--- src/rtl/mips_ctrl_pkg.sv ---
// Shared decode constants and the ID/EX control bundle for the pipelined MIPS control unit.
package mips_ctrl_pkg;

  localparam logic [5:0] OP_RTYPE = 6'b000000;
  localparam logic [5:0] OP_NOP   = 6'b000001;
  localparam logic [5:0] OP_J     = 6'b000010;
  localparam logic [5:0] OP_BEQ   = 6'b000100;
  localparam logic [5:0] OP_BNE   = 6'b000101;
  localparam logic [5:0] OP_ADDI  = 6'b001000;
  localparam logic [5:0] OP_SLTI  = 6'b001010;
  localparam logic [5:0] OP_ANDI  = 6'b001100;
  localparam logic [5:0] OP_ORI   = 6'b001101;
  localparam logic [5:0] OP_LW    = 6'b100011;
  localparam logic [5:0] OP_SW    = 6'b101011;

  localparam logic [5:0] FN_ADD = 6'b100000;
  localparam logic [5:0] FN_SUB = 6'b100010;
  localparam logic [5:0] FN_AND = 6'b100100;
  localparam logic [5:0] FN_OR  = 6'b100101;
  localparam logic [5:0] FN_SLT = 6'b101010;

  typedef enum logic [2:0] {
    ALU_AND = 3'd0,
    ALU_OR  = 3'd1,
    ALU_ADD = 3'd2,
    ALU_SUB = 3'd3,
    ALU_SLT = 3'd4
  } alu_cmd_e;

  typedef enum logic [1:0] {
    BR_NONE = 2'd0,
    BR_JUMP = 2'd1,
    BR_BNE  = 2'd2,
    BR_BEZ  = 2'd3
  } br_cmd_e;

  typedef struct packed {
    logic     mem_read;
    logic     mem_write;
    logic     reg_write;
    logic     alu_src;
    logic     is_br;
    logic     is_imm;
    logic     store_or_branch;
    alu_cmd_e alu_cmd;
    br_cmd_e  br_cmd;
  } ctrl_t;

  localparam ctrl_t CTRL_BUBBLE = '0;

endpackage

--- src/rtl/ctrl_decoder.sv ---
// Combinational opcode/funct decode: control bundle, write-back register,
// whether Rt is read as a source, and an illegal-instruction flag.
module ctrl_decoder
  import mips_ctrl_pkg::*;
#(
  parameter int REG_ADDR_W = 5,
  parameter bit EN_IMM_ALU = 1'b1
) (
  input  logic [5:0]            opcode,
  input  logic [5:0]            funct,
  input  logic [REG_ADDR_W-1:0] rt,
  input  logic [REG_ADDR_W-1:0] rd,
  output ctrl_t                 ctrl,
  output logic [REG_ADDR_W-1:0] dest,
  output logic                  uses_rt,
  output logic                  illegal
);

  always_comb begin
    ctrl    = CTRL_BUBBLE;
    dest    = '0;
    uses_rt = 1'b0;
    illegal = 1'b0;
    case (opcode)
      OP_LW: begin
        ctrl.mem_read        = 1'b1;
        ctrl.reg_write       = 1'b1;
        ctrl.is_imm          = 1'b1;
        ctrl.alu_src         = 1'b1;
        ctrl.store_or_branch = 1'b1;
        ctrl.alu_cmd         = ALU_ADD;
        dest                 = rt;
      end
      OP_SW: begin
        ctrl.mem_write       = 1'b1;
        ctrl.is_imm          = 1'b1;
        ctrl.alu_src         = 1'b1;
        ctrl.store_or_branch = 1'b1;
        ctrl.alu_cmd         = ALU_ADD;
        uses_rt              = 1'b1;
      end
      OP_J: begin
        ctrl.br_cmd  = BR_JUMP;
        ctrl.is_br   = 1'b1;
        ctrl.is_imm  = 1'b1;
        ctrl.alu_src = 1'b1;
      end
      OP_BEQ: begin
        ctrl.br_cmd  = BR_BEZ;
        ctrl.is_br   = 1'b1;
        ctrl.is_imm  = 1'b1;
        ctrl.alu_src = 1'b1;
        uses_rt      = 1'b1;
      end
      OP_BNE: begin
        ctrl.br_cmd          = BR_BNE;
        ctrl.is_br           = 1'b1;
        ctrl.is_imm          = 1'b1;
        ctrl.alu_src         = 1'b1;
        ctrl.store_or_branch = 1'b1;
        uses_rt              = 1'b1;
      end
      OP_NOP: ;
      OP_RTYPE: begin
        uses_rt        = 1'b1;
        ctrl.reg_write = 1'b1;
        dest           = rd;
        case (funct)
          FN_ADD:  ctrl.alu_cmd = ALU_ADD;
          FN_SUB:  ctrl.alu_cmd = ALU_SUB;
          FN_AND:  ctrl.alu_cmd = ALU_AND;
          FN_OR:   ctrl.alu_cmd = ALU_OR;
          FN_SLT:  ctrl.alu_cmd = ALU_SLT;
          default: begin
            ctrl    = CTRL_BUBBLE;
            dest    = '0;
            illegal = 1'b1;
          end
        endcase
      end
      OP_ADDI, OP_ANDI, OP_ORI, OP_SLTI: begin
        if (EN_IMM_ALU) begin
          ctrl.reg_write = 1'b1;
          ctrl.is_imm    = 1'b1;
          ctrl.alu_src   = 1'b1;
          dest           = rt;
          case (opcode)
            OP_ANDI: ctrl.alu_cmd = ALU_AND;
            OP_ORI:  ctrl.alu_cmd = ALU_OR;
            OP_SLTI: ctrl.alu_cmd = ALU_SLT;
            default: ctrl.alu_cmd = ALU_ADD;
          endcase
        end else begin
          illegal = 1'b1;
        end
      end
      default: illegal = 1'b1;
    endcase
  end

endmodule

--- src/rtl/pipelined_control_unit.sv ---
// ID-stage control: decode into the ID/EX control register, load-use hazard
// detection and a stall FSM that injects LOAD_STALL bubbles per hazard.
module pipelined_control_unit
  import mips_ctrl_pkg::*;
#(
  parameter int REG_ADDR_W = 5,
  parameter int ALU_OP_W   = 3,
  parameter int LOAD_STALL = 1,
  parameter bit EN_IMM_ALU = 1'b1
) (
  input  logic                  clk,
  input  logic                  Rst,
  input  logic [5:0]            Opcode,
  input  logic [5:0]            Function,
  input  logic [REG_ADDR_W-1:0] IdRs,
  input  logic [REG_ADDR_W-1:0] IdRt,
  input  logic [REG_ADDR_W-1:0] IdRd,
  input  logic                  IdValid,
  input  logic                  Flush,
  output logic                  Stall,
  output logic                  ExMemRead,
  output logic                  ExMemWrite,
  output logic                  ExRegWrite,
  output logic                  ExALUSrc,
  output logic                  ExIsBr,
  output logic                  ExIsImm,
  output logic                  ExStoreOrBranch,
  output logic [ALU_OP_W-1:0]   ExALUOprand,
  output logic [1:0]            ExBranchCommand,
  output logic [REG_ADDR_W-1:0] ExDest,
  output logic                  ExValid,
  output logic                  IllegalOp
);

  typedef enum logic {S_IDLE, S_STALL} state_e;

  // First hazard cycle is spent in IDLE, so the counter covers the remaining LOAD_STALL-1.
  localparam logic [1:0] STALL_RELOAD = (LOAD_STALL > 1) ? 2'(LOAD_STALL - 2) : 2'd0;

  state_e                state;
  logic [1:0]            cnt;
  ctrl_t                 ex_ctrl;
  logic [REG_ADDR_W-1:0] ex_dest;
  logic                  ex_valid;
  logic                  illegal_op;

  ctrl_t                 dec_ctrl;
  ctrl_t                 ld_ctrl;
  logic [REG_ADDR_W-1:0] dec_dest;
  logic                  dec_uses_rt;
  logic                  dec_illegal;
  logic                  hazard;

  ctrl_decoder #(
    .REG_ADDR_W (REG_ADDR_W),
    .EN_IMM_ALU (EN_IMM_ALU)
  ) u_decoder (
    .opcode  (Opcode),
    .funct   (Function),
    .rt      (IdRt),
    .rd      (IdRd),
    .ctrl    (dec_ctrl),
    .dest    (dec_dest),
    .uses_rt (dec_uses_rt),
    .illegal (dec_illegal)
  );

  always_comb begin
    ld_ctrl           = dec_ctrl;
    ld_ctrl.reg_write = dec_ctrl.reg_write & (dec_dest != '0);
  end

  assign hazard = ex_valid & ex_ctrl.mem_read & (ex_dest != '0) & IdValid &
                  ((ex_dest == IdRs) | (dec_uses_rt & (ex_dest == IdRt)));

  assign Stall = ~Flush & ((state == S_STALL) | hazard);

  // Every path loads a bubble by default; only a clean IDLE issue overrides it.
  always_ff @(posedge clk or negedge Rst) begin
    if (!Rst) begin
      ex_ctrl    <= CTRL_BUBBLE;
      ex_dest    <= '0;
      ex_valid   <= 1'b0;
      illegal_op <= 1'b0;
      state      <= S_IDLE;
      cnt        <= '0;
    end else begin
      ex_ctrl    <= CTRL_BUBBLE;
      ex_dest    <= '0;
      ex_valid   <= 1'b0;
      illegal_op <= 1'b0;
      if (Flush) begin
        state <= S_IDLE;
        cnt   <= '0;
      end else begin
        case (state)
          S_IDLE: begin
            if (hazard) begin
              if (LOAD_STALL > 1) begin
                state <= S_STALL;
                cnt   <= STALL_RELOAD;
              end
            end else if (IdValid && dec_illegal) begin
              illegal_op <= 1'b1;
            end else begin
              ex_ctrl  <= ld_ctrl;
              ex_dest  <= dec_dest;
              ex_valid <= IdValid;
            end
          end
          S_STALL: begin
            if (cnt == '0) state <= S_IDLE;
            else           cnt   <= cnt - 2'd1;
          end
          default: begin
            state <= S_IDLE;
            cnt   <= '0;
          end
        endcase
      end
    end
  end

  assign ExMemRead       = ex_ctrl.mem_read;
  assign ExMemWrite      = ex_ctrl.mem_write;
  assign ExRegWrite      = ex_ctrl.reg_write;
  assign ExALUSrc        = ex_ctrl.alu_src;
  assign ExIsBr          = ex_ctrl.is_br;
  assign ExIsImm         = ex_ctrl.is_imm;
  assign ExStoreOrBranch = ex_ctrl.store_or_branch;
  assign ExALUOprand     = ALU_OP_W'(ex_ctrl.alu_cmd);
  assign ExBranchCommand = ex_ctrl.br_cmd;
  assign ExDest          = ex_dest;
  assign ExValid         = ex_valid;
  assign IllegalOp       = illegal_op;

endmodule

--- config.mk ---
export PLATFORM = sky130hd
export DESIGN_NAME = pipelined_control_unit
export DESIGN_NICKNAME = d
export VERILOG_FILES = /design/src/rtl/mips_ctrl_pkg.sv /design/src/rtl/ctrl_decoder.sv /design/src/rtl/pipelined_control_unit.sv
export SDC_FILE = /design/constraint.sdc
export NUM_CORES = 1
export LEC_CHECK = 0
export CAP_MARGIN = 5
export CORE_MARGIN = 3
export CORE_UTILIZATION = 43
export CTS_CLUSTER_DIAMETER = 100
export CTS_CLUSTER_SIZE = 40
export DETAILED_ROUTE_END_ITERATION = 10
export HOLD_SLACK_MARGIN = 0.03
export PLACE_DENSITY = 0.78
export SYNTH_ARGS = -nofsm -noshare
export SYNTH_HDL_FRONTEND = slang
export SYNTH_SLANG_ARGS = --single-unit
--- constraint.sdc ---
create_clock -name clk -period 2.3 [get_ports clk]
set_input_delay 0.345 -clock clk [delete_from_list [all_inputs] [get_ports clk]]
set_output_delay 0.345 -clock clk [all_outputs]
set_load 0.05 [all_outputs]
---- Word-level counts from Yosys, hierarchy flattened ----
Cells that the tools add are included.
cells by class
  mux-type cells .......................... 39
  reductions and logical operators ........ 16
  equality and inequality tests ........... 18
  bitwise gates (word level) .............. 10
  add/sub/neg operators ................... 1
operators with widths
  cell                                                              count
  12-bit 2-to-1 mux                                                 4
  6-bit == test (second input constant)                             7
  5-bit 2-to-1 mux                                                  6
  6-bit by 4-bit == test with 1-bit output (second input constant)  4
  3-bit case mux with 3 select lines                                2
  1-bit case mux with 2 select lines                                8
  1-bit 2-to-1 mux                                                  13
  6-bit by 3-bit == test with 1-bit output (second input constant)  2
  3-bit case mux with 4 select lines                                1
  5-bit == test                                                     2
  5-bit case mux with 2 select lines                                1
  5-bit nonzero test                                                2
  10-bit OR reduction                                               1
  5-bit OR reduction                                                2
  9-bit OR reduction                                                1
  4-bit OR reduction                                                2
  1-bit AND                                                         7
  6-bit by 1-bit == test with 1-bit output (second input constant)  1
  6-bit by 2-bit == test with 1-bit output (second input constant)  1
  6-bit zero test                                                   1
  2-bit 2-to-1 mux                                                  3
  2-bit case mux with 3 select lines                                1
  3-bit OR reduction                                                2
  2-bit zero test                                                   1
  other kinds (8)                                                   9
storage, ports and cells
  output and inout bits ................... 20
  register bits after elaboration ......... 22
  logic and storage cells ................. 98
  bits of input ports ..................... 31

---- Longest topological paths before layout ----
Gate-level depths: netlist (run 1).
  word-level depth ........................ 10
  gate-level depth with buffers ........... 6

---- By module ----
Synthesis (run 1) repeated with hierarchy kept, for this count alone.
second synthesis, totals
  cell total of the unflattened synthesis .. 145
  area, all modules ....................... 1,383.8 um^2
by module, submodules not included
  module                  cells an instance  times used  sequential area each (um^2)  area an instance (um^2)
  pipelined_control_unit  76                 1           550.5                        924.6
  ctrl_decoder            69                 1           0.0                          459.2

---- Least setup slack after synthesis (run 1) ----
Ideal clock, no wire load.
  path kind ............................... register -> output
  start point ............................. reg ex_dest[1], in the netlist ExDest[1]
  end point ............................... out Stall
  data required time ...................... 1,955 ps
  stages on the path, launching flop included .. 5
  arrival time ............................ 2,089 ps
  setup slack ............................. -134 ps
  cells stage by stage .................... dfrtp_1 or4_1 o21ai_1 a2111oi_4 o31a_1
on the way
  word-level cells in the longest chain between the ends .. 6
  elaborated cells on any way between the ends .. 10
  classes of those cells .................. eq/ne (2); bitwise (7); reduce/logical (1)
ends and longest elaborated chain
  element                                                     line                                                        RTL
  from (decl)                                                 pipelined_control_unit.sv:43                                logic [REG_ADDR_W-1:0] ex_dest;
  from (signal assigned)                                      pipelined_control_unit.sv:107                               ex_dest <= dec_dest;
  5-bit == test / 5-bit nonzero test (equally long branches)  pipelined_control_unit.sv:74, pipelined_control_unit.sv:73
  1-bit AND (on tied branches)                                pipelined_control_unit.sv:74, pipelined_control_unit.sv:73
  1-bit bitwise OR / 1-bit AND (equally long branches)        pipelined_control_unit.sv:74, pipelined_control_unit.sv:73
  1-bit AND *                                                 pipelined_control_unit.sv:73                                assign hazard = ex_valid & ex_ctrl.mem_read & (ex_dest != '0) & IdValid &
  1-bit bitwise OR *                                          pipelined_control_unit.sv:76                                assign Stall = ~Flush & ((state == S_STALL) | hazard);
  1-bit AND *                                                 pipelined_control_unit.sv:76
  to (decl)                                                   pipelined_control_unit.sv:20                                output logic Stall,
Every way passes the cells marked *; elsewhere a longest branch is shown, timed or not.

---- Final worst setup path (run 1) ----
Same ends and word-level chain as after synthesis.

==> results of run 1 <==
## worst max-delay path by stage
stage / startpoint / to / slack, ns / cells after the start
2_1_floorplan: ExDest[3] / Stall / 0.01 / 4
3_3_place_gp: Opcode[1] / Stall / -0.13 / 6
3_5_place_dp: Opcode[1] / ExRegWrite / -0.21 / 7
4_1_cts: ExDest[2] / Stall / -0.09 / 5
5_1_grt: ExDest[1] / Stall / -0.14 / 5
6_report: ExDest[1] / Stall / -0.07 / 5
## flip-flops by register name (all words and copies together), names as in the netlist
name             count
ExRegWrite           1
ExALUOprand          3
IllegalOp            1
ExMemRead            1
ExDest               5
ExMemWrite           1
ExStoreOrBranch      1
cnt                  2
state                1
ExBranchCommand      2
ExValid              1
ExALUSrc             1
ExIsBr               1
## power by group through the flow
stage	Combinational [W]	Clock [W]	Sequential (W)
after floorplan	0.0000761	0	0.000403
after global placement	0.000205	0	0.000384
after detailed placement	0.000210	0	0.000385
after CTS	0.000216	0.000174	0.000377
after global routing	0.000231	0.000193	0.000378
final	0.000217	0.000175	0.000377
## worst reg2reg max path, delay by kind of cell (launching register included)
family | cells | cell delay [ns]
compound gates | 2 | 0.22
buf+inv | 2 | 0.33
flops | 1 | 0.42
simple gates | 2 | 0.84
## final cells by class
class,count,area [um2]
Fill cell,244,919.6
Multi-Input combinational cell,110,842.1
Timing Repair Buffer,73,690.7
Sequential cell,21,529.3
Tap cell,44,55.05
Clock buffer,4,26.28
Inverter,4,15.01
## cells by family (layout without fill, tap and decap cells)
kind of cell / count (synthesis) / count (layout)
multiplexers: 1 / 1
AO/OA/AOI/OAI: 30 / 30
flip-flops: 21 / 21
XOR/XNOR: 11 / 11
adder cells (fa/ha/maj): 1 / 1
AND/OR/NAND/NOR: 67 / 67
buffers and inverters: 13 / 81
## metal layers
layer	share of wire	wire [um]
met2	0.52	2121
met1	0.42	1711
met5	0	0
met4	0.013	53
met3	0.052	211
## cell usage in the layout (no fill, tap or decap), drive strengths merged, types with 2 or more instances in the layout
master / Yosys / routed
clkdlybuf4s50: 0 / 46
buf: 5 / 24
dfrtp: 21 / 21
nor3: 17 / 17
nor2: 12 / 12
xnor2: 11 / 11
a32oi: 6 / 6
nand2b: 5 / 5
nor4: 5 / 5
inv: 4 / 4
nor2b: 4 / 4
nand2: 4 / 4
clkbuf: 4 / 4
or4: 4 / 4
o21ai: 4 / 4
a2111oi: 4 / 4
dlymetal6s2s: 0 / 3
o211ai: 3 / 3
and3: 2 / 2
nor4b: 2 / 2
nand4: 2 / 2
nor3b: 2 / 2
o41ai: 2 / 2
a211oi: 2 / 2
## what timing repair did
item	4_1_cts	5_1_grt
setup buffers	3	0
resized for setup	5	4
endpoints found under the setup margin	1	3
pin swaps	5	2
## through the flow
step	total power, W	hold slack (ns)
after floorplan	0.0004792	0.04941
after global placement	0.0005889	0.5404
after detailed placement	0.0005949	0.5460
after CTS	0.0007671	0.3774
after global routing	0.0008017	0.3913
final	0.0007689	0.3686
==> summary.md, run 1 <==
| Metric | Value |
|---|---|
| Cts bufs inserted | `3` |
| # placed instances | `249` |
| Final ANT Viol Nets | `0` |
| Max clock buf depth | `2` |
| Simple-gate share of the synthesized area | `0.2950` |
| RSZ-0062 raised after global routing | `true` |
| Adder-Cell Fraction of Synth Area | `0.008913` |
| CP max FO | `2` |
| GR Util met2 | `0.3715` |
| RR Endpoint | `ExALUOprand[1]` |
| Finished Layout Cells | `256` |
| Crit path arrival time | `2.03 ns` |
| Fmax | `421.6 MHz` |
| Clk sink count | `21` |
| Area post-placement | `2074 um2` |
| HP Class | `in -> async` |
| Congestion Overflow GR | `0` |
| Bufs and invs on worst path | `1` |
| Pwr dens | `356.3 nW/um2` |
| Worst EP required | `1.96 ns` |
| Die Ht | `63.14 um` |
| Fin util | `0.7012` |
| Global-route wire length before repair | `6665 um` |
| Outcome | `complete, but fails checks` |
| Worst slew pin tran | `0.5538 ns` |
| Max incr delay on CP | `0.56 ns` |
| Die area | `3987 um2` |
| Ratio of cells with drive above 1 in the final layout | `0.2217` |
| Clock power frac | `0.227` |
| Seq/Total Area, Yosys | `0.3743` |
| Clock latency on the worst-skew pair | `0.30 ns` |
| Sw Ratio | `0.2865` |
| Net switching power | `0.0002203 W` |
| Die W | `63.14 um` |
| Vias in the first global route | `1,353` |
| Final Hold Fails | `0` |
| Asr flop ratio synth | `1.000` |
| CTS tree | `yes` |
| Core area | `3078 um2` |
| Pleak | `0.8455 nW` |
| Final #Nets | `245` |
| R2R depth | `6` |
| DRC | `0` |
| Largest family of logic cells by synthesized area | `simple AND/OR/NAND/NOR gates` |
| #FFs+latches synth | `21` |
| Post-Synthesis Cells | `144` |
| Combinational power share | `0.283` |
| Flop pwr share | `0.490` |
| Syn Area/Cell | `9.749 um2` |
| Synth unique cells | `53` |
| Met1 Usage GRT | `0.2672` |
| Synth top cells by count | `21 x dfrtp_1, 16 x nor3_1, 12 x nor2_1, 11 x xnor2_1, 6 x a32oi_1` |
| VDD IR-drop max | `178.5 uV` |
| EDFF count, synth | `0` |
| Synthesized area | `1404 um2` |
| Fin crit share | `1.031` |
| CP max-delay cell | `or4_4` |
| Syn-to-layout area delta | `53.74%` |
| Cell family with most CP delay | `compound AO/OA/AOI/OAI gates` |
| Failing checks | `negative setup slack` |
| Io pins | `51` |
| Compound-Gate Fraction of Synth Area | `0.1996` |
| # H-tree levels | `1` |
| Top-count cell post-synth | `dfrtp_1` |
| Number of DRC markers in iteration 0 | `54` |
| CP Launch Type | `register` |
| Number of hold buffers added after CTS | `0` |
| Synth warnings | `0` |
| Post-synth top area cell | `dfrtp_1` |
| Multiplexer share of the synthesized area | `0.008021` |
| Synth top area share | `0.3743` |
| Max-slew headroom | `0.6213` |
| Port buffer count | `50` |
| Row cnt | `20` |
| Kind of critical path | `reg -> out` |
| Final min period | `2.372 ns` |
| Root buffer cell | `clkbuf_4` |
| Final WL | `4097 um` |
| Internal | `0.0005486 W` |
| Ys flop type | `dfrtp_1` |
| Pins Over Slew Limit | `0` |
| Top post-synthesis cells by area | `dfrtp_1 37%, xnor2_1 6.9%, nor3_1 5.7%` |
| Setup Skew | `0.009089 ns` |
| Met3 usage | `0.01070` |
| Largest net degree at the start of global routing | `22` |
| Setup crit end kind | `output port` |
| Final instance area | `2158 um2` |
| TritonRoute pass-1 iters | `4` |
| Mapped Nets | `176` |
| Final HPWL DP | `3166 um` |
| Routed len/inst | `16.00 um` |
| Via Count | `1,427` |
| Vias per std cell | `5.574` |
| Max Cap Viol | `0` |
| Critical R2R Launch | `ExDest[1]` |
| Worst-path clk slew | `0.12 ns` |
| GP Congestion | `0.8872` |
| Most Crowded Layer GR | `met2` |
| Setup TNS Final | `-0.07191 ns` |
| Ant. Diodes | `0` |
| Post-Synth XOR/XNOR Area | `0.06863` |
| Finish-stage setup viols | `1` |
| Initial Util | `0.4561` |
| FF-to-FF setup slack | `0.37 ns` |
| Initial antenna violation count | `0` |
| CP cell instances | `or4_4, o21ai_4, a2111oi_4, o31a_2, buf_12` |
| Total Routing Usage GR | `0.2067` |
| Place WS | `-0.2145 ns` |
| Final worst slack | `-0.07191 ns` |
Note: power is estimated with default switching activity, not from simulation.
==> run 2, diff against run 1 <==
- GPL_ROUTABILITY_DRIVEN: not set -> 0
==> results of run 2 <==
No change in the layout: final DEF, timing and power equal those of run 1.
==> run 3, diff against run 2 <==
- SYNTH_HIERARCHICAL: not set -> 1
- TNS_END_PERCENT: not set -> 20
==> summary.md, run 3 <==
| Metric | Value |
|---|---|
| # H-tree levels | `1 (unchanged)` |
| Final Hold Fails | `0 (unchanged)` |
| Synth top cells by count | `22 x dfrtp_1, 17 x and3_1, 13 x nor2_1, 10 x xor2_1` |
| DRC | `0 (unchanged)` |
| Max clock buf depth | `2 (unchanged)` |
| HP Class | `in -> async` |
| Port buffer count | `50 (unchanged)` |
| Outcome | `complete, but fails checks` |
| Synth top area share | `0.3978 (+0.02350)` |
| CP max-delay cell | `dfrtp_1` |
| TritonRoute pass-1 iters | `4 (unchanged)` |
| R2R depth | `6 (unchanged)` |
| Congestion Overflow GR | `0 (unchanged)` |
| Final ANT Viol Nets | `0 (unchanged)` |
| Mapped Nets | `177 (+0.57%)` |
| Bufs and invs on worst path | `1 (unchanged)` |
| Failing checks | `negative setup slack` |
| Cts bufs inserted | `3 (unchanged)` |
| # placed instances | `254 (+2.0%)` |
| Asr flop ratio synth | `1.000 (unchanged)` |
| Worst-path clk slew | `0.13 ns (about the same)` |
| Fmax | `428.3 MHz (+1.6%)` |
| Synth unique cells | `44 (-17%)` |
| Top post-synthesis cells by area | `dfrtp_1 40%, and3_1 7.7%, xor2_1 6.3%` |
| Compound-Gate Fraction of Synth Area | `0.1401 (-0.05950)` |
| Die Ht | `62.73 um (-0.65%)` |
| Setup Skew | `0.005451 ns (-0.003639 ns)` |
| Pleak | `1.049 nW (+24%)` |
| Pwr dens | `407.1 nW/um2 (+14%)` |
| Max-slew headroom | `0.6616 (+0.04028)` |
| Ys flop type | `dfrtp_1` |
| Routed len/inst | `14.63 um (-8.6%)` |
| Initial antenna violation count | `0 (unchanged)` |
| Crit path arrival time | `1.99 ns (-0.04 ns)` |
| Syn Area/Cell | `9.544 um2 (-2.1%)` |
| Sw Ratio | `0.2461 (-0.04041)` |
| Flop pwr share | `0.440 (-0.050)` |
| Cell family with most CP delay | `compound AO/OA/AOI/OAI gates` |
| Final min period | `2.335 ns (-0.03710 ns)` |
| CP cell instances | `xor2_1, nor4_2, a32oi_1, a211o_1, a21oi_4, buf_12` |
| Seq/Total Area, Yosys | `0.3978 (+0.02350)` |
| Multiplexer share of the synthesized area | `0.007233 (-0.0007881)` |
| Clock power frac | `0.332 (+0.105)` |
| Largest net degree at the start of global routing | `23 (+4.5%)` |
| Worst EP required | `1.96 ns (about the same)` |
| Die area | `3935 um2 (-1.3%)` |
| Vias in the first global route | `1,440 (+6.4%)` |
| Post-synth top area cell | `dfrtp_1` |
| Simple-gate share of the synthesized area | `0.2975 (+0.002459)` |
| Combinational power share | `0.228 (-0.055)` |
| Finish-stage setup viols | `1 (unchanged)` |
| RSZ-0062 raised after global routing | `true` |
| Setup TNS Final | `-0.03481 ns (+0.03710 ns)` |
| Number of DRC markers in iteration 0 | `70 (+30%)` |
| Vias per std cell | `5.286 (-5.2%)` |
| Row cnt | `19 (-5.0%)` |
| Finished Layout Cells | `262 (+2.3%)` |
| Adder-Cell Fraction of Synth Area | `0.009042 (+0.0001289)` |
| CTS tree | `yes` |
| Global-route wire length before repair | `6582 um (-1.2%)` |
| Die W | `62.73 um (-0.65%)` |
| Max reg flops | `5 (unchanged)` |
| Final #Nets | `253 (+3.3%)` |
| Via Count | `1,385 (-2.9%)` |
| Pins Over Slew Limit | `0 (unchanged)` |
| Net switching power | `0.0002195 W (-0.37%)` |
| Final worst slack | `-0.03481 ns (+0.03710 ns)` |
| Max Cap Viol | `0 (unchanged)` |
| Top-count cell post-synth | `dfrtp_1` |
| Max incr delay on CP | `0.41 ns (-0.15 ns)` |
| Fin util | `0.7554 (+0.05417)` |
| Commonest non-fill, non-tap cell in the layout | `clkdlybuf4s50_1` |
| Cell count along the critical path | `6 (+1)` |
| Io pins | `51 (unchanged)` |
| Kind of critical path | `reg -> out` |
| Final WL | `3832 um (-6.5%)` |
| Synth warnings | `6 (+6)` |
| Final HPWL DP | `3015 um (-4.8%)` |
| Root buffer cell | `clkbuf_4` |
| Syn-to-layout area delta | `58.32%` |
| Setup crit end kind | `output port` |
| VDD IR-drop max | `219.2 uV (+23%)` |
| Ant. Diodes | `0 (unchanged)` |
| EDFF count, synth | `0 (unchanged)` |
| Core area | `2900 um2 (-5.8%)` |
| CP max FO | `2 (unchanged)` |
| Ratio of cells with drive above 1 in the final layout | `0.2273 (+0.005575)` |
| Design Power | `0.0008919 W (+16%)` |
| Place WS | `-0.1881 ns (+0.02639 ns)` |
| Synthesized area | `1384 um2 (-1.4%)` |
| #FFs+latches synth | `22 (+4.8%)` |
| Total Routing Usage GR | `0.2099 (+0.003243)` |
| CP Launch Type | `register` |
| Clock latency on the worst-skew pair | `0.31 ns (about the same)` |
| Internal | `0.0006724 W (+23%)` |
| Post-Synth XOR/XNOR Area | `0.08228 (+0.01365)` |
| Most frequent cells in the layout | `42 x clkdlybuf4s50_1, 30 x buf_4, 20 x dfrtp_1, 17 x and3_1, 13 x nor2_1` |
| Post-Synthesis Cells | `145 (+0.69%)` |
| Worst slew pin tran | `0.5061 ns (-0.04768 ns)` |
| Largest family of logic cells by synthesized area | `simple AND/OR/NAND/NOR gates` |
| Initial Util | `0.4771 (+0.02104)` |
| Clk sink count | `22 (+4.8%)` |
| Fin crit share | `1.015 (-0.01613)` |
run 3: cell count changes in the layout (fill, tap and decap cells not counted), sizes merged, moves of 5 or more:
| cell | previous run | this run |
|---|---|---|
| nand2b | 5 | 0 |
| a21oi | 1 | 9 |
| buf | 24 | 32 |
| xnor2 | 11 | 3 |
| and3 | 2 | 17 |
| xor2 | 0 | 10 |
| a32oi | 6 | 1 |
| dlygate4sd2 | 0 | 6 |
| a22o | 0 | 5 |
| nor3 | 17 | 7 |
run 3: cell type report:
class                      count  area (um2)
multi-input combinational    108       772.0
tap                           42       52.55
sequential                    22       553.0
fill                         234       709.4
inverter                       5       18.77
clock buffer                   3       22.52
clock inverter                 1       30.03
timing repair buffer          81       742.0
run 3: timing repair:
action                     CTS  global route
setup endpoints to repair    1             1
pin swaps                    5             2
resized for setup           10             5
buffers inserted             3             1
cloned                       0             0
hold buffers                 0             0
run 3: final timing paths:
kind	from	end	slack (ns)
hold reg to reg	cnt[1]	cnt[1]	0.59
min in group clk	cnt[1]	cnt[1]	0.59
setup / recovery	ExDest[1]	Stall	-0.03
hold / removal	Rst	ExMemWrite	0.36
max in group asynchronous	Rst	ExDest[4]	1.70
setup reg to reg	ExDest[1]	ExValid	0.41
run 3: worst reg2reg max path, stage by stage, from the launching register on:
cell	delay, ns
dfrtp_1	0.41
xor2_1	0.18
nor4_2	0.33
a32oi_1	0.15
a211o_1	0.30
buf_4	0.21
and4b_1	0.20
run 3: cell families after synthesis:
| family | Yosys count |
|---|---|
| flops | 22 |
| compound gates | 27 |
| mux | 1 |
| fa+ha+maj | 1 |
| simple gates | 66 |
| xor+xnor | 13 |
| buf+inv | 15 |
run 3: power by group through the flow:
stage / logic, W / clock network [W] / registers [W]
4_1_cts: 0.000200 / 0.000299 / 0.000393
3_3_place_gp: 0.000195 / 0 / 0.000400
5_1_grt: 0.000220 / 0.000323 / 0.000393
2_1_floorplan: 0.0000683 / 0 / 0.000415
3_5_place_dp: 0.000200 / 0 / 0.000400
6_report: 0.000203 / 0.000296 / 0.000393
run 3: layer usage:
layer  wire length, um  vias up  global-route usage
li1                  -      667                   -
met1              1526      662              0.2299
met2              2011       52              0.4061
met3               255        4             0.03417
met4                38        0             0.06612
met5                 0        -                   0
run 3: through the flow:
| step | hold WS [ns] | area, um2 |
|---|---|---|
| 3_5_place_dp | 0.5701 | 2085 |
| 2_1_floorplan | 0.04941 | 1391 |
| 6_report | 0.3631 | 2191 |
| 5_1_grt | 0.3696 | 2191 |
| 3_3_place_gp | 0.5261 | 2085 |
| 4_1_cts | 0.3662 | 2167 |
==> RTL change, RTL diff (settings of run 3) <==
`EN_IMM_ALU` is set to 1'b1 in 2 places; all go to 1'b0.
--- a/src/rtl/ctrl_decoder.sv
+++ b/src/rtl/ctrl_decoder.sv
@@ -6,3 +6,3 @@
   parameter int REG_ADDR_W = 5,
-  parameter bit EN_IMM_ALU = 1'b1
+  parameter bit EN_IMM_ALU = 1'b0
 ) (
--- a/src/rtl/pipelined_control_unit.sv
+++ b/src/rtl/pipelined_control_unit.sv
@@ -8,3 +8,3 @@
   parameter int LOAD_STALL = 1,
-  parameter bit EN_IMM_ALU = 1'b1
+  parameter bit EN_IMM_ALU = 1'b0
 ) (
Formal check against the unedited RTL: not equivalent (Yosys sat finds a counterexample within 4 cycles, from zero or initial values and one cycle with Rst low).
==> RTL change against run 3 <==
Global-route usage fell by 0.24 points; total power fell by 5.4%; final cell count fell by 13%; largest cell class is now non-clock buffers; cell area fell by 5.9%; hold slack improved by 2.7 ps; setup slack improved by 53 ps; highest routed layer unchanged; fmax rose by 2.3%; sequential cell count did not move; synthesized cell count fell by 17%; sequential share of layout area rose by 1.5 points; register-to-register slack improved by 80 ps; wire length fell by 11%; area after synthesis fell by 10%.
==> RTL change: results (changes against run 3) <==
* Worst EP arrival: 1940 ps, -50 ps
* Syn. warnings: 6, unchanged
* area of the multi-input gates: 672 sq um, -13%
* fraction of layout cells with a size suffix above 1: 0.266, +0.0391
* number of diodes added for antenna fixing: 0, unchanged
* top post-synthesis cells by count: 22 x dfrtp_1, 16 x and3_1, 11 x nor2_1
* largest voltage drop on the vdd net: 0.523 mV, +140%
* number of cells traversed by the worst register-to-register path: 7, +1
* total number of vias: 1,248, -9.9%
* launch point of the worst path: Opcode[2]
* top fanout value on the critical path: 4, +2
* status: complete, no violations
* Final Skew: 8.44 ps, +2.99 ps
* type of the worst min-delay path: in2async
* count of non-CTS buffers in the layout: 79, -2.5%
* proportion of cell area occupied by registers: 0.268, +0.0153
* share of flip-flops with an asynchronous set or reset after synthesis: 1.00, unchanged
* total number of nets in the final design: 232, -8.3%
* multiplexer share of the synthesized area: 0.00908, +0.00185
* vias in the first global route: 1,288, -11%
* number of levels in the clock H-tree: 1, unchanged
* core utilization of the finished layout: 0.789, +0.0334
* HPWL after detailed placement: 2590 um, -14%
* Hold Worst Slack: 366 ps, +2.68 ps
* Iteration-0 DRC Markers: 57, -19%
* slack of the worst reg-to-reg path: 490 ps, +80 ps
* transition at the pin with the smallest max-transition slack: 510 ps, +4.19 ps
* static leakage: 0.988 nW, -5.8%
* Root Buffer: clkbuf_4
* Syn Nets: 152, -14%
* total wirelength of the detailed-routed design: 3410 um, -11%
* buffering overhead: 0.353, +0.0147
* global-route usage over all layers: 0.207, -0.00242
* sequential share of the synthesized area: 0.444, +0.0462
* compound-gate portion of the synthesized area: 0.139, -0.000891
* post-synth cell types: 39, -11%
* power dissipated in the clock network: 290 uW, -2%
* post-placement cell count: 220, -13%
* Clock buf/inv share: 0.0255, +0.00151
* adder-cell area share of the yosys netlist: 0.0101, +0.00105
* origin of the critical flop-to-flop path: ExDest[2]$_DFF_PN0_
* Layout fillers: 187, -20%
* reported net switching power: 188 uW, -14%
* xor and xnor area share after synthesis: 0.0777, -0.00458
* number of cells upsized or downsized after cts: 23, +13
* per-cell routed wire length: 14.9 um, +1.8%
* Synth area leaders: dfrtp_1 44%, and3_1 8.1%, xor2_1 6.4%
* multi-input logic cell count: 89, -18%
* Syn Inst Count: 120, -17%
* reg-to-reg endpoint: ExValid$_DFF_PN0_
* cell area after placement: 0.00195 sq mm, -6.6%
* number of setup buffers added after CTS: 5, +2
* wire length of the first global-routing pass: 5550 um, -16%
## RTL change: through the flow
stage               worst slack (ps)  power, mW
detailed placement              -366      0.556
finish                          17.8      0.844
global route                   -62.2      0.880
floorplan                       7.80      0.444
global placement                -293      0.551
CTS                            -31.1      0.853
## RTL change: worst max-delay path: stages
cell	delay [ps]
clkdlybuf4s15_2	210
nand2b_4	140
or3_1	360
a21oi_2	160
a32oi_1	110
a211o_1	290
a21oi_4	160
buf_12	150
## RTL change: metal layers
layer | vias up | routed length, um | GRT usage
met5 | - | 0 | 0
met4 | 0 | 82 | 0.0823
met3 | 9 | 281 | 0.0302
met2 | 55 | 1720 | 0.373
met1 | 584 | 1330 | 0.245
li1 | 600 | - | -
## RTL change: worst max-delay path by stage
stage | end | cells after the start
6_report | Stall | 8
5_1_grt | Stall | 7
4_1_cts | Stall | 6
3_5_place_dp | Stall | 8
3_3_place_gp | Stall | 8
2_1_floorplan | Stall | 6
